`src/rtl/bridge_timeout_watchdog.sv`:
```
// bridge_timeout_watchdog
//
// Multi-channel timeout and stall watchdog that sits beside the UART-AXI4
// bridge core. Each channel tracks a start/done transaction pair against a
// run-time cycle limit. A separate detector flags the main state machine
// sitting busy with no progress and no state change. Every event is latched
// into sticky status, a registered interrupt, a first-error code and a
// saturating event count.
//
// Optional feature: define BRIDGE_WDT_AUTO_ABORT_EN to drive abort_req with a
// one-cycle pulse per event source. Without the macro abort_req is tied low
// and the status behaviour is unchanged.
//
// Event codes: 0x10+i for channel i, 0x20 for the stall detector.

module bridge_timeout_watchdog #(
    parameter int NUM_CHANNELS = 4,
    parameter int CNT_WIDTH    = 24,
    parameter int STATE_W      = 3
) (
    input  logic                              clk,
    input  logic                              rst,
    input  logic [NUM_CHANNELS-1:0]           chan_start,
    input  logic [NUM_CHANNELS-1:0]           chan_done,
    input  logic [NUM_CHANNELS*CNT_WIDTH-1:0] chan_limit,
    input  logic [CNT_WIDTH-1:0]              stall_limit,
    input  logic                              bridge_busy,
    input  logic [STATE_W-1:0]                main_state,
    input  logic                              progress,
    input  logic [NUM_CHANNELS:0]             irq_enable,
    input  logic                              status_clear,
    output logic [NUM_CHANNELS-1:0]           timeout_status,
    output logic                              stall_status,
    output logic                              irq,
    output logic [7:0]                        first_error_code,
    output logic [7:0]                        event_count,
    output logic [NUM_CHANNELS:0]             abort_req,
    output logic [NUM_CHANNELS-1:0]           chan_active
);

    localparam logic [CNT_WIDTH-1:0] CNT_ZERO = {CNT_WIDTH{1'b0}};
    localparam logic [CNT_WIDTH-1:0] CNT_ONE  = {{(CNT_WIDTH-1){1'b0}}, 1'b1};

    typedef enum logic [1:0] {
        ST_IDLE    = 2'd0,
        ST_ARMED   = 2'd1,
        ST_EXPIRED = 2'd2
    } chan_state_e;

    // Number of simultaneous events in one edge (at most 17 for 16 channels).
    function automatic logic [4:0] count_events(input logic [NUM_CHANNELS:0] v);
        logic [4:0] c;
        c = 5'd0;
        for (int k = 0; k <= NUM_CHANNELS; k++) begin
            c = c + {4'd0, v[k]};
        end
        return c;
    endfunction

    // Code of the highest-ranked event: lowest channel index wins, stall last.
    function automatic logic [7:0] event_code(input logic [NUM_CHANNELS:0] v);
        logic [7:0] code;
        logic       found;
        code  = v[NUM_CHANNELS] ? 8'h20 : 8'h00;
        found = 1'b0;
        for (int k = 0; k < NUM_CHANNELS; k++) begin
            code  = (v[k] && !found) ? (8'h10 + 8'(k)) : code;
            found = found | v[k];
        end
        return code;
    endfunction

    // Per-channel state. lim_r holds the limit captured at start so that a
    // limit change only takes effect on the next start.
    chan_state_e            state_r [NUM_CHANNELS];
    logic [CNT_WIDTH-1:0]   cnt_r   [NUM_CHANNELS];
    logic [CNT_WIDTH-1:0]   lim_r   [NUM_CHANNELS];
    logic [NUM_CHANNELS-1:0] chan_active_r;
    logic [NUM_CHANNELS-1:0] chan_exp_s;

    // Stall detector state.
    logic [CNT_WIDTH-1:0]   scnt_r;
    logic [STATE_W-1:0]     last_state_r;
    logic                   stall_hold_s;
    logic                   stall_ev_s;

    // Event logging.
    logic [NUM_CHANNELS:0]   ev_s;
    logic [4:0]              ev_num_s;
    logic [7:0]              base_count_s;
    logic [8:0]              count_sum_s;
    logic [7:0]              nxt_count_s;
    logic [7:0]              nxt_code_s;
    logic [NUM_CHANNELS-1:0] timeout_status_r;
    logic                    stall_status_r;
    logic                    irq_r;
    logic [7:0]              first_code_r;
    logic [7:0]              event_count_r;

    // Expiry condition per channel: armed, still enabled, no done/start this
    // edge (both outrank expiry) and the count has reached the captured limit.
    always_comb begin
        chan_exp_s = {NUM_CHANNELS{1'b0}};
        for (int i = 0; i < NUM_CHANNELS; i++) begin
            chan_exp_s[i] = (state_r[i] == ST_ARMED) &&
                            (chan_limit[i*CNT_WIDTH +: CNT_WIDTH] != CNT_ZERO) &&
                            !chan_done[i] && !chan_start[i] &&
                            (cnt_r[i] == lim_r[i]);
        end
    end

    // Stall condition: busy, no progress pulse, state unchanged, detector on.
    always_comb begin
        stall_hold_s = bridge_busy && !progress &&
                       (main_state == last_state_r) &&
                       (stall_limit != CNT_ZERO);
        stall_ev_s   = stall_hold_s && (scnt_r == (stall_limit - CNT_ONE));
    end

    // Combine this edge's events; a clear in the same edge is applied first.
    always_comb begin
        ev_s         = {stall_ev_s, chan_exp_s};
        ev_num_s     = count_events(ev_s);
        base_count_s = status_clear ? 8'd0 : event_count_r;
        count_sum_s  = {1'b0, base_count_s} + {4'd0, ev_num_s};
        nxt_count_s  = count_sum_s[8] ? 8'hFF : count_sum_s[7:0];
        if ((base_count_s == 8'd0) && (ev_num_s != 5'd0)) begin
            nxt_code_s = event_code(ev_s);
        end else begin
            nxt_code_s = status_clear ? 8'h00 : first_code_r;
        end
    end

    // Channel FSMs: IDLE / ARMED / EXPIRED with per-channel cycle counter.
    always_ff @(posedge clk) begin
        if (rst) begin
            for (int i = 0; i < NUM_CHANNELS; i++) begin
                state_r[i]       <= ST_IDLE;
                cnt_r[i]         <= CNT_ZERO;
                lim_r[i]         <= CNT_ZERO;
                chan_active_r[i] <= 1'b0;
            end
        end else begin
            for (int i = 0; i < NUM_CHANNELS; i++) begin
                case (state_r[i])
                    ST_IDLE: begin
                        // Done is meaningless without an open transaction.
                        if (chan_start[i] && (chan_limit[i*CNT_WIDTH +: CNT_WIDTH] != CNT_ZERO)) begin
                            state_r[i]       <= ST_ARMED;
                            cnt_r[i]         <= CNT_ONE;
                            lim_r[i]         <= chan_limit[i*CNT_WIDTH +: CNT_WIDTH];
                            chan_active_r[i] <= 1'b1;
                        end else begin
                            state_r[i]       <= ST_IDLE;
                            chan_active_r[i] <= 1'b0;
                        end
                    end
                    ST_ARMED: begin
                        if (chan_limit[i*CNT_WIDTH +: CNT_WIDTH] == CNT_ZERO) begin
                            // Channel disabled under an open transaction.
                            state_r[i]       <= ST_IDLE;
                            cnt_r[i]         <= CNT_ZERO;
                            chan_active_r[i] <= 1'b0;
                        end else if (chan_start[i]) begin
                            // Re-arm; with a simultaneous done this is a
                            // back-to-back transaction.
                            state_r[i]       <= ST_ARMED;
                            cnt_r[i]         <= CNT_ONE;
                            lim_r[i]         <= chan_limit[i*CNT_WIDTH +: CNT_WIDTH];
                            chan_active_r[i] <= 1'b1;
                        end else if (chan_done[i]) begin
                            state_r[i]       <= ST_IDLE;
                            cnt_r[i]         <= CNT_ZERO;
                            chan_active_r[i] <= 1'b0;
                        end else if (chan_exp_s[i]) begin
                            state_r[i]       <= ST_EXPIRED;
                            chan_active_r[i] <= 1'b0;
                        end else begin
                            cnt_r[i]         <= cnt_r[i] + CNT_ONE;
                            chan_active_r[i] <= 1'b1;
                        end
                    end
                    ST_EXPIRED: begin
                        if (chan_done[i]) begin
                            // Late completion: no further event.
                            state_r[i]       <= ST_IDLE;
                            cnt_r[i]         <= CNT_ZERO;
                            chan_active_r[i] <= 1'b0;
                        end else if (chan_start[i] && (chan_limit[i*CNT_WIDTH +: CNT_WIDTH] != CNT_ZERO)) begin
                            state_r[i]       <= ST_ARMED;
                            cnt_r[i]         <= CNT_ONE;
                            lim_r[i]         <= chan_limit[i*CNT_WIDTH +: CNT_WIDTH];
                            chan_active_r[i] <= 1'b1;
                        end else if (chan_start[i]) begin
                            // Start on a disabled channel behaves as in IDLE.
                            state_r[i]       <= ST_IDLE;
                            cnt_r[i]         <= CNT_ZERO;
                            chan_active_r[i] <= 1'b0;
                        end else begin
                            state_r[i]       <= ST_EXPIRED;
                            chan_active_r[i] <= 1'b0;
                        end
                    end
                    default: begin
                        state_r[i]       <= ST_IDLE;
                        cnt_r[i]         <= CNT_ZERO;
                        chan_active_r[i] <= 1'b0;
                    end
                endcase
            end
        end
    end

    // Stall counter: restarts on idle, progress or state change, and after
    // each firing so a persistent stall re-fires every stall_limit cycles.
    always_ff @(posedge clk) begin
        if (rst) begin
            scnt_r       <= CNT_ZERO;
            last_state_r <= main_state;
        end else begin
            last_state_r <= main_state;
            if (stall_hold_s && !stall_ev_s) begin
                scnt_r <= scnt_r + CNT_ONE;
            end else begin
                scnt_r <= CNT_ZERO;
            end
        end
    end

    // Sticky status, first code, saturating count and registered interrupt.
    always_ff @(posedge clk) begin
        if (rst) begin
            timeout_status_r <= {NUM_CHANNELS{1'b0}};
            stall_status_r   <= 1'b0;
            irq_r            <= 1'b0;
            first_code_r     <= 8'h00;
            event_count_r    <= 8'h00;
        end else begin
            timeout_status_r <= (status_clear ? {NUM_CHANNELS{1'b0}} : timeout_status_r) | chan_exp_s;
            stall_status_r   <= (status_clear ? 1'b0 : stall_status_r) | stall_ev_s;
            irq_r            <= |({stall_status_r, timeout_status_r} & irq_enable);
            first_code_r     <= nxt_code_s;
            event_count_r    <= nxt_count_s;
        end
    end

`ifdef BRIDGE_WDT_AUTO_ABORT_EN
    logic [NUM_CHANNELS:0] abort_r;

    // One-cycle abort pulse, aligned with the status bit becoming visible.
    always_ff @(posedge clk) begin
        if (rst) begin
            abort_r <= {(NUM_CHANNELS+1){1'b0}};
        end else begin
            abort_r <= ev_s;
        end
    end

    assign abort_req = abort_r;
`else
    assign abort_req = {(NUM_CHANNELS+1){1'b0}};
`endif

    assign timeout_status   = timeout_status_r;
    assign stall_status     = stall_status_r;
    assign irq              = irq_r;
    assign first_error_code = first_code_r;
    assign event_count      = event_count_r;
    assign chan_active      = chan_active_r;

endmodule

```
`config.mk`:
```
export PLATFORM = sky130hd
export DESIGN_NAME = bridge_timeout_watchdog
export DESIGN_NICKNAME = d
export VERILOG_FILES = /design/src/rtl/bridge_timeout_watchdog.sv
export SDC_FILE = /design/constraint.sdc
export NUM_CORES = 1
export LEC_CHECK = 0
export BUFFER_PORTS_ARGS = -buffer_cell sky130_fd_sc_hd__buf_4
export CAP_MARGIN = 5
export CORE_ASPECT_RATIO = 1.25
export CORE_MARGIN = 3
export CORE_UTILIZATION = 55
export CTS_BUF_LIST = sky130_fd_sc_hd__clkbuf_8
export CTS_CLUSTER_DIAMETER = 200
export CTS_CLUSTER_SIZE = 24
export DETAILED_ROUTE_END_ITERATION = 16
export GPL_TIMING_DRIVEN = 0
export HOLD_SLACK_MARGIN = 0.02
export PLACE_DENSITY = 0.72
export RECOVER_POWER = 100
export SYNTH_ARGS = -nofsm -noshare
export SYNTH_HDL_FRONTEND = slang
export SYNTH_SLANG_ARGS = --single-unit
```
`constraint.sdc`:
```
create_clock -name clk -period 8.85 [get_ports clk]
set_clock_uncertainty 0.05 [all_clocks]
set_input_delay 1.77 -clock clk [delete_from_list [all_inputs] [get_ports clk]]
set_output_delay 1.77 -clock clk [all_outputs]
set_load 0.02 [all_outputs]
```
==> Yosys cells after proc, flatten, opt, wreduce, memory -nomap -nowiden <==
Memory sizes are Yosys's and may differ from the RTL's.
Cells that the tools add are included.
{ "totals": {"ff_bits": 53, "mem_bits_rw": 200, "inputBits": 141, "out_inout_bits": 31, "wordCells": 547, "memories": 3} }
{ "memory_table": {"columns": ["memory", "depth", "word_bits", "rd", "rd_ports_with_merged_regs", "wr", "line", "text"], "rows": [
  ["cnt_r", 4, 24, 4, 0, 4, "76", "logic [CNT_WIDTH-1:0] cnt_r [NUM_CHANNELS];"],
  ["lim_r", 4, 24, 4, 0, 4, "77", "logic [CNT_WIDTH-1:0] lim_r [NUM_CHANNELS];"],
  ["state_r", 4, 2, 4, 0, 4, "75", "chan_state_e state_r [NUM_CHANNELS];"]
]} }
{ "op_classes": {"addsub": 11, "n_eq_ne": 14, "mux": 349, "bitwise_logic": 98, "reduce_logical": 64} }
{ "ops": {"columns": ["cell", "count"], "rows": [
  ["24-bit two-way mux", 48],
  ["1-bit two-way mux", 243],
  ["24-bit by 1-bit adder with 24-bit output, second input constant", 5],
  ["24-bit == test", 5],
  ["24-bit nonzero test", 5],
  ["24-bit logical NOT", 4],
  ["1-bit OR", 95],
  ["2-bit two-way mux", 44],
  ["8-bit two-way mux", 4],
  ["6-bit two-way mux", 5],
  ["1-bit logical AND", 29],
  ["24-bit by 1-bit subtractor with 24-bit output, second input constant", 1],
  ["1-bit logical NOT", 13],
  ["1-bit case mux with 3 select lines", 4],
  ["3-bit OR reduction", 4],
  ["8-bit by 5-bit adder with 9-bit output", 1],
  ["2-bit by 1-bit == test with 1-bit output, second input constant", 4],
  ["2-bit == test, second input constant", 4],
  ["2-bit logical NOT", 4],
  ["8-bit logical NOT", 1],
  ["4-bit by 1-bit adder with 5-bit output", 1],
  ["5-bit AND", 1],
  ["5-bit nonzero test", 1],
  ["5-bit OR reduction", 1],
  ["9 further kinds", 9]
]} }

==> Longest topological paths before layout <==
Gate-level depths: netlist (run 1).
An unclocked memory read counts as a cell.
{ "depth": {"depth_word": 19, "ltp_mapped": 19, "ltp_nobuf": 19} }

==> Least setup slack after synthesis (run 1) <==
Ideal clock, no wire load.
{ "synth_path": {"path_kind": "input -> register", "from": "input port stall_limit[5]", "to": "register event_count_r[4] (netlist: event_count[4])", "setup_ns": 0.128, "arrival_ns": 5.809, "required_time_ns": 8.672, "setup_slack_ns": 2.863, "path_stages": 17, "path_buffers": 1, "cell_sequence": "or3_1 > buf_6 > o31a_1 > or4_4 > nor4_2 > nand4_1 > or4_4 > xor2_1 > ha_1 > o21bai_1 > ha_1 > fa_1 > a21oi_1 > nor2_1 > nand3_1 > o21a_1 > nor2_1"} }
{ "synth_between": {"elab_chain_len": 6, "elab_cells_between_ends": 8, "classes_between": "add/sub (3); eq/ne (1); mux (1); reduce/logical (3)"} }
{ "synth_lines": {"columns": ["item", "line", "text"], "rows": [
  ["start: declaration", "26", "input logic [CNT_WIDTH-1:0] stall_limit,"],
  ["24-bit by 1-bit subtractor with 24-bit output or 24-bit nonzero test (tied branches)", "117, 116", null],
  ["24-bit == test or 1-bit logical AND (tied branches)", "117, 115", null],
  ["1-bit logical AND *", "117", "stall_ev_s = stall_hold_s && (scnt_r == (stall_limit - CNT_ONE));"],
  ["4-bit by 1-bit adder with 5-bit output *", "55", "c = c + {4'd0, v[k]};"],
  ["8-bit by 5-bit adder with 9-bit output *", "125", "count_sum_s = {1'b0, base_count_s} + {4'd0, ev_num_s};"],
  ["8-bit two-way mux *", "126", "nxt_count_s = count_sum_s[8] ? 8'hFF : count_sum_s[7:0];"],
  ["end signal: assignment", "243", "event_count_r <= nxt_count_s;"],
  ["end: declaration", "98", "logic [7:0] event_count_r;"]
]} }
Mark *: on every way between the ends. The rest lies on a longest branch, timed or not.
A chain may end at the register's enable or synchronous reset.

==> Worst setup path after layout (run 1) <==
{ "layout_path": {"from": "input port stall_limit[0]", "to": "register event_count_r[4] (netlist: event_count[4])"} }
Same word-level chain as after synthesis.

==> key figures, run 1 <==
CTS
  • CTS tree: yes
  • Post-CTS setup buffer count: 0
  • Clk sinks: about 250
  • Max clock buf depth: 3
  • Post-CTS Hold Fix Bufs: 0
  • Worst skew pair latency: around 550 ps
  • Clk slew on worst S/H paths: ~150 ps
  • Clock root cell: clkbuf_8
  • Total CTS buffers: 14
  • Post_cts resized: 0
  • H-Tree Depth: 1

Setup path
  • Worst r2r path cells: 16
  • CP required: 9220 ps
  • Crit path kind: in -> reg
  • Nature of the critical path startpoint: input pin
  • Crit. End Element: flip-flop
  • WP data arrival: around 6900 ps
  • CP Max Fanout: 7

Status
  • Violated checks: capacitance limit, slew limit
  • Status: complete, but fails checks

Yosys
  • Most frequent cell after synthesis: edfxtp_1
  • Syn avg cell area: 10.5 um2
  • Syn Inst Count: ~1300
  • Yosys top cell by area: edfxtp_1
  • Sequential cell area fraction in the yosys report: between 50% and 60%
  • Number of flops mapped to enable cells by yosys: 200
  • Distinct cells, synth: between 60 and 70
  • Syn Std Cell Area: between 10000 and 15000 um2
  • Synth top area share: approximately 44%
  • Synth Flop Type: edfxtp_1
  • Commonest cells post-synth: edfxtp_1, xor2_1, nor2_1, and2_1, xnor2_1
  • Post-synth ARST share: 0%
  • Synth warn: 0
  • Top cells by area, synth: edfxtp_1, xor2_1, dfxtp_1
  • Yosys reg bits: around 250

Worst hold path
  • Worst Hold Depth: 2
  • HP Class: reg -> reg

Die
  • Initial Util: about 57%
  • Width of the die: 147 um
  • Core area: ~24000 um2
  • Die area: ~27000 um2
  • Std cell rows: 63
  • Die Span Y: between 150 and 200 um
  • Ports: between 150 and 200

Timing
  • RSZ-0062 raised after global routing: false
  • Sum Neg Setup Slack: 0 ps
  • Final Hold Violating Endpoints: 0
  • Final Max Slew Viols: 50
  • Worst slew margin: -18.1%
  • Setup slack after layout: 2330 ps
  • Final setup viols: 0
  • Min cycle time layout: 6520 ps
  • Final Cycle Share: 73.7%
  • Worst-Margin Slew: about 1800 ps
  • Fmax achieved: 0.153 GHz
  • Worst hold slack: approximately 460 ps

Cells and area
  • Layout cell share with drive strength beyond 1: ~11%
  • Nets@finish: roughly 1600
  • Register area: about 7000 um2
  • Area Overhead vs Synth: 13.0%
  • Multi-input logic area: 6290 um2
  • Diodes inserted: 0
  • Fill count: approximately 2000

Placement
  • DP HPWL: between 20000 and 25000 um
  • GPL Wtd Cong: between 0.9 and 1
  • Post-Place Worst Slack: roughly 2000 ps
  • IO buf count: between 150 and 200

Global routing
  • GR Overflow Total: 0
  • Initial antenna violation count: 0
  • Total track usage: a little under a quarter
  • Vias in the first global route: approximately 10000
  • First-pass GRT wire length: roughly 50000 um
  • Largest net degree at the start of global routing: 26

Routing
  • DR WL/cell: 17.1 um
  • Via density: between 5 and 6
  • Routed vias: about 10000
  • Drt total wl: just over 30000 um
  • DRT Pass-1 Iters: 5
  • Post-route DRC: 0
  • Starting DRT DRC Count: between 400 and 500
  • Antenna Violating Nets Remaining: 0

Pwr
  • Overall power: ~2.1 mW
  • Leak pwr: approximately 5.8 nW
  • VDD IR max: between 100 and 150 uV
  • Power Density: between 100 and 150 nW/um2

Job
  • Max Cap Viol: 3
[worst max-delay path, stage by stage]
cell      delay (ps)
clkbuf_1         130
inv_1            100
ha_1             280
nor4b_1          710
nand4_1          270
xnor2_1          200
nor4_1           320
nand4_1          140
or4_1            730
xor2_1           230
ha_1             190
o21bai_1         150
ha_1             350
fa_1             450
a21oi_1          280
nor2_1           110
nand3_1          240
o21a_1           180
nor2_1            40
[flip-flops by register name, summed over array words and instances, names as in the netlist]
name,cells
timeout_status,4
chan_active,4
lim_r,96
last_state_r,3
irq,1
first_error_code,4
stall_status,1
event_count,8
scnt_r,24
state_r,8
cnt_r,96
[path summary, 6_finish.rpt]
kind                  startpoint             endpoint  slack (ps)
min          first_error_code[5]  first_error_code[5]         460
min reg2reg  first_error_code[5]  first_error_code[5]         460
max               stall_limit[0]       event_count[4]        2330
max reg2reg           scnt_r[13]       event_count[4]        3870
[per-layer routing]
metal	wire (um)	vias up	global-route usage, %
li1	-	4995	-
met1	12900	4761	29.1
met2	15500	248	40.3
met3	1830	56	4.64
met4	876	0	6.78
met5	0	-	0
[kinds of logic after synthesis]
family | synth area share, %
buffers and inverters | 2.53
muxes | 0.0736
xor gates and xnor gates | 15.6
adders and majority gates | 1.58
and+or+nand+nor | 24.0
DFF | 51.3
other | 0.0276
AOI/OAI and AO/OA | 4.83
[final cells by class]
class	count	share of cell area (%)
tap	325	2.64
timing repair buffer	162	7.17
multi-input combinational	977	40.9
buffer	56	1.63
clock buffer	15	1.34
inverter	24	0.586
clock inverter	9	0.301
sequential	249	45.4
[layout by cell type, fill, tap and decap left out, types with 7 or more instances in the layout]
cell type / Yosys / routed
edfxtp_1: 200 / 200
xor2_1: 175 / 175
nor2_1: 156 / 156
buf_4: 9 / 138
clkbuf_1: 41 / 75
xnor2_1: 68 / 68
nor4_1: 65 / 66
nand2_1: 64 / 64
nand3_1: 55 / 55
and3_1: 55 / 55
and2_0: 0 / 49
dfxtp_1: 49 / 49
nand4_1: 32 / 32
inv_1: 24 / 32
nor3_1: 31 / 32
a21oi_1: 28 / 28
and2_1: 73 / 24
o21ai_0: 20 / 21
clkbuf_8: 0 / 15
nand3b_1: 14 / 14
ha_1: 14 / 14
nor2b_1: 9 / 9
or4_1: 8 / 9
nand2b_1: 9 / 9
conb_1: 1 / 9
or3_1: 8 / 8
o21bai_1: 7 / 7
and4_1: 7 / 7
[where the power goes]
group / total [mW] / internal, mW / switching (mW)
clock network: 0.519 / 0.165 / 0.354
registers: 1.39 / 1.33 / 0.0540
logic: 0.241 / 0.112 / 0.129
total: 2.15 / 1.61 / 0.537
[metrics by stage]
step,instances,utilization [%],instance area (um2)
after floorplan,1306,-,13600
after global placement,1791,63.4,15200
after detailed placement,1792,63.5,15300
after CTS,1816,64.5,15500
after global routing,1817,64.0,15400
final,1817,64.0,15400
No activity file was read; power rests on OpenSTA's default activity.
==> run 2: changes to the inputs <==
Settings changed: ABC_AREA set to 1, PLACE_DENSITY 0.72 to 0.75.
Clock period 8.85 ns to 5.8 ns, I/O delays scaled along.
==> run 2 against run 1 <==
Net effect: the flow now finishes without violations; core utilization is 1.6 points lower; via count is 36% higher; count of clock-buffer cells in the layout unchanged; critical path type unchanged; critical endpoint is now event_count[7].
==> key figures, run 2 <==
CTS
  • Clock root cell: clkbuf_8
  • Worst skew pair latency: between 500 and 600 ps
  • CTS tree: yes
  • H-Tree Depth: 1
  • Total CTS buffers: 14
  • Post-CTS setup buffer count: 0
  • Max clock buf depth: 3
  • Clk sinks: between 200 and 250
  • Post_cts resized: 0
  • Post-CTS Hold Fix Bufs: 0
  • Clk slew on worst S/H paths: 150 ps

Placement
  • Placed cell count: between 2000 and 3000
  • DP HPWL: 31100 um
  • GPL Wtd Cong: between 0.9 and 1
  • IO buf count: 160

Setup path
  • CP required: approximately 6200 ps
  • Critical path origin: stall_limit[0]
  • Reg2Reg Setup Slack: ~1200 ps
  • Critical R2R Launch: state_r[0][1]
  • Slowest-stage cell, CP: fa_1
  • Buf/Inv on CP: 6
  • Crit. End Element: flip-flop
  • CP Max Fanout: 10
  • WP data arrival: between 5000 and 6000 ps
  • Stages on the worst setup path: 28
  • Most used cell, CP: nand2_1
  • Worst r2r path cells: 24
  • Crit path kind: in -> reg
  • Top delay family on crit path: simple AND/OR/NAND/NOR gates
  • Nature of the critical path startpoint: input pin
  • Crit path largest cell delay: 440 ps
  • R2R Path End: event_count[7]
  • Setup crit end: event_count[7]

Yosys
  • Commonest cells post-synth: nand2_1, nor2_1, inv_1, edfxtp_1, nand3_1
  • Syn Inst Count: approximately 2000
  • Most frequent cell after synthesis: nand2_1
  • Post-synth ARST share: 0%
  • Syn avg cell area: 7.74 um2
  • Number of flops mapped to enable cells by yosys: 200
  • Synth Flop Type: edfxtp_1
  • Synth top area share: 38.5%
  • Yosys reg bits: about 250
  • Distinct cells, synth: 60
  • Yosys top cell by area: edfxtp_1
  • Sequential cell area fraction in the yosys report: between 40% and 50%
  • Synth warn: 0
  • Syn Std Cell Area: between 15000 and 20000 um2
  • Top cells by area, synth: edfxtp_1, nand2_1, nor2_1

Pwr
  • Leak pwr: between 7 and 8 nW
  • Power Density: ~200 nW/um2
  • Internal: roughly 2.5 mW
  • Sw power: roughly 990 uW
  • VDD IR max: between 150 and 200 uV
  • Clock network fraction of design power: about a quarter
  • Seq pwr share: between 60% and 70%
  • Combinational power share: 15.4%
  • Switching Fraction: about 28%

Timing
  • Final Max Slew Viols: 0
  • Min cycle time layout: 5160 ps
  • Worst-Margin Slew: 1260 ps
  • Final Hold Violating Endpoints: 0
  • Fmax achieved: 0.194 GHz
  • Final setup viols: 0
  • RSZ-0062 raised after global routing: false
  • Sum Neg Setup Slack: 0 ps
  • Final Cycle Share: 88.9%
  • Worst slew margin: between 15 and 20%

Die
  • Core area: ~28000 um2
  • Initial Util: 56.2%
  • Die area: between 30000 and 40000 um2
  • Ports: between 150 and 200
  • Width of the die: 157 um
  • Std cell rows: between 60 and 70
  • Die Span Y: 194 um

Cells and area
  • Final Util: between 60 and 70%
  • Most frequent cells in the layout: nand2_1, nor2_1, inv_1
  • Nets@finish: 2356
  • Most common cell after layout, fill and taps aside: nand2_1
  • Largest regs: cnt_r: 96 flops, lim_r: 96 flops, scnt_r: 24 flops
  • Non-Filler Instances: 2558
  • Area Overhead vs Synth: 11.1%
  • Layout cell share with drive strength beyond 1: 10.0%

Routing
  • Starting DRT DRC Count: about 790
  • Routed vias: 13600
  • Antenna Violating Nets Remaining: 0
  • Post-route DRC: 0
  • DRT Pass-1 Iters: 5
  • DR WL/cell: about 15 um
  • Via density: 5.33
  • Drt total wl: 39200 um

Global routing
  • Largest net degree at the start of global routing: 26
  • Vias in the first global route: ~13000
  • GR Overflow Total: 0
  • Initial antenna violation count: 2
  • Total track usage: between 20% and 30%
  • First-pass GRT wire length: around 63000 um

Worst hold path
  • HP Class: reg -> reg

Status
  • Status: completed

Job
  • Max Cap Viol: 0
[run 2: cell count changes after synthesis, moves of 20 or more]
cell      before  now
a21oi_1       28   55
and2_1        73    1
and3_1        55    7
clkbuf_1      41   12
inv_1         24  329
nand2_1       64  393
nand3_1       55  111
nand4_1       32   70
nor2_1       156  359
nor3_1        31   63
nor4_1        65   25
or2_2          6   26
xor2_1       175   52
[run 2: final cells by class]
class / instances / area, um2
Clock buffer: 15 / 206
Multi-Input combinational cell: 1399 / 7090
Buffer: 41 / 193
Timing Repair Buffer: 161 / 1090
Antenna cell: 1 / 2.50
Tap cell: 350 / 438
Fill cell: 2523 / 10400
Clock inverter: 9 / 46.3
Sequential cell: 249 / 6990
Inverter: 333 / 1250
[run 2: power groups by stage]
stage	sequential [mW]	clock, mW	combinational, mW
global route	2.16	0.898	0.607
CTS	2.15	0.839	0.547
floorplan	2.16	0	0.354
detailed placement	2.19	0	0.544
global placement	2.18	0	0.531
finish	2.15	0.818	0.540
[run 2: logic make-up (layout without fill, tap and decap cells)]
group,after synthesis,count (layout),share of synthesized area [%]
flip-flops,249,249,44.8
other,1,10,0.0241
buffers and inverters,374,559,9.58
AND/OR/NAND/NOR,1134,1134,33.0
adder cells (fa/ha/maj),16,16,1.38
AO/OA/AOI/OAI,130,130,4.86
XOR/XNOR,110,110,6.28
[run 2: worst register-to-register path, stage by stage (launching register included)]
cell and delay (ps):
edfxtp_1 490, nor2_1 300, nand4_1 170, nor4_1 180, nand2_1 80, nor4_1 180
nand3_1 270, fa_1 550, inv_1 70, nand3_1 80, nand2_1 90, inv_1 40
ha_1 170, inv_1 50, nand2_1 50, ha_1 320, fa_1 440, nand3_1 130
nand2_1 70, nand3_1 110, nor2_1 50, nand2_1 190, nand2_1 80, o21ai_0 160
inv_1 60
[run 2: through the flow]
| stage | cell area (um2) | hold slack [ps] | total power [mW] | setup WS (ps) |
|---|---|---|---|---|
| 4_1_cts | 17500 | 460 | 3.53 | 966 |
| 3_3_place_gp | 17200 | 413 | 2.71 | 456 |
| 6_report | 17300 | 463 | 3.51 | 644 |
| 2_1_floorplan | 15600 | 398 | 2.51 | 1230 |
| 5_1_grt | 17300 | 482 | 3.67 | 320 |
| 3_5_place_dp | 17300 | 425 | 2.73 | 417 |
[run 2: worst min-delay path by stage]
stage              start   endpoint  slack, ps  cells past startpoint
3_3_place_gp   scnt_r[0]  scnt_r[0]        410                      1
6_report       scnt_r[0]  scnt_r[0]        460                      1
4_1_cts        scnt_r[0]  scnt_r[0]        460                      1
5_1_grt        scnt_r[0]  scnt_r[0]        480                      1
2_1_floorplan  scnt_r[0]  scnt_r[0]        400                      1
3_5_place_dp   scnt_r[0]  scnt_r[0]        430                      1
[run 2: routing by layer]
metal | up-vias | GRT usage, % | share of wire [%] | wire, um
li1 | 6881 | - | - | -
met1 | 6270 | 32.4 | 41 | 16100
met2 | 410 | 44.7 | 50 | 19500
met3 | 74 | 2.79 | 6.0 | 2370
met4 | 2 | 8.43 | 2.9 | 1150
met5 | - | 0 | 0.028 | 11
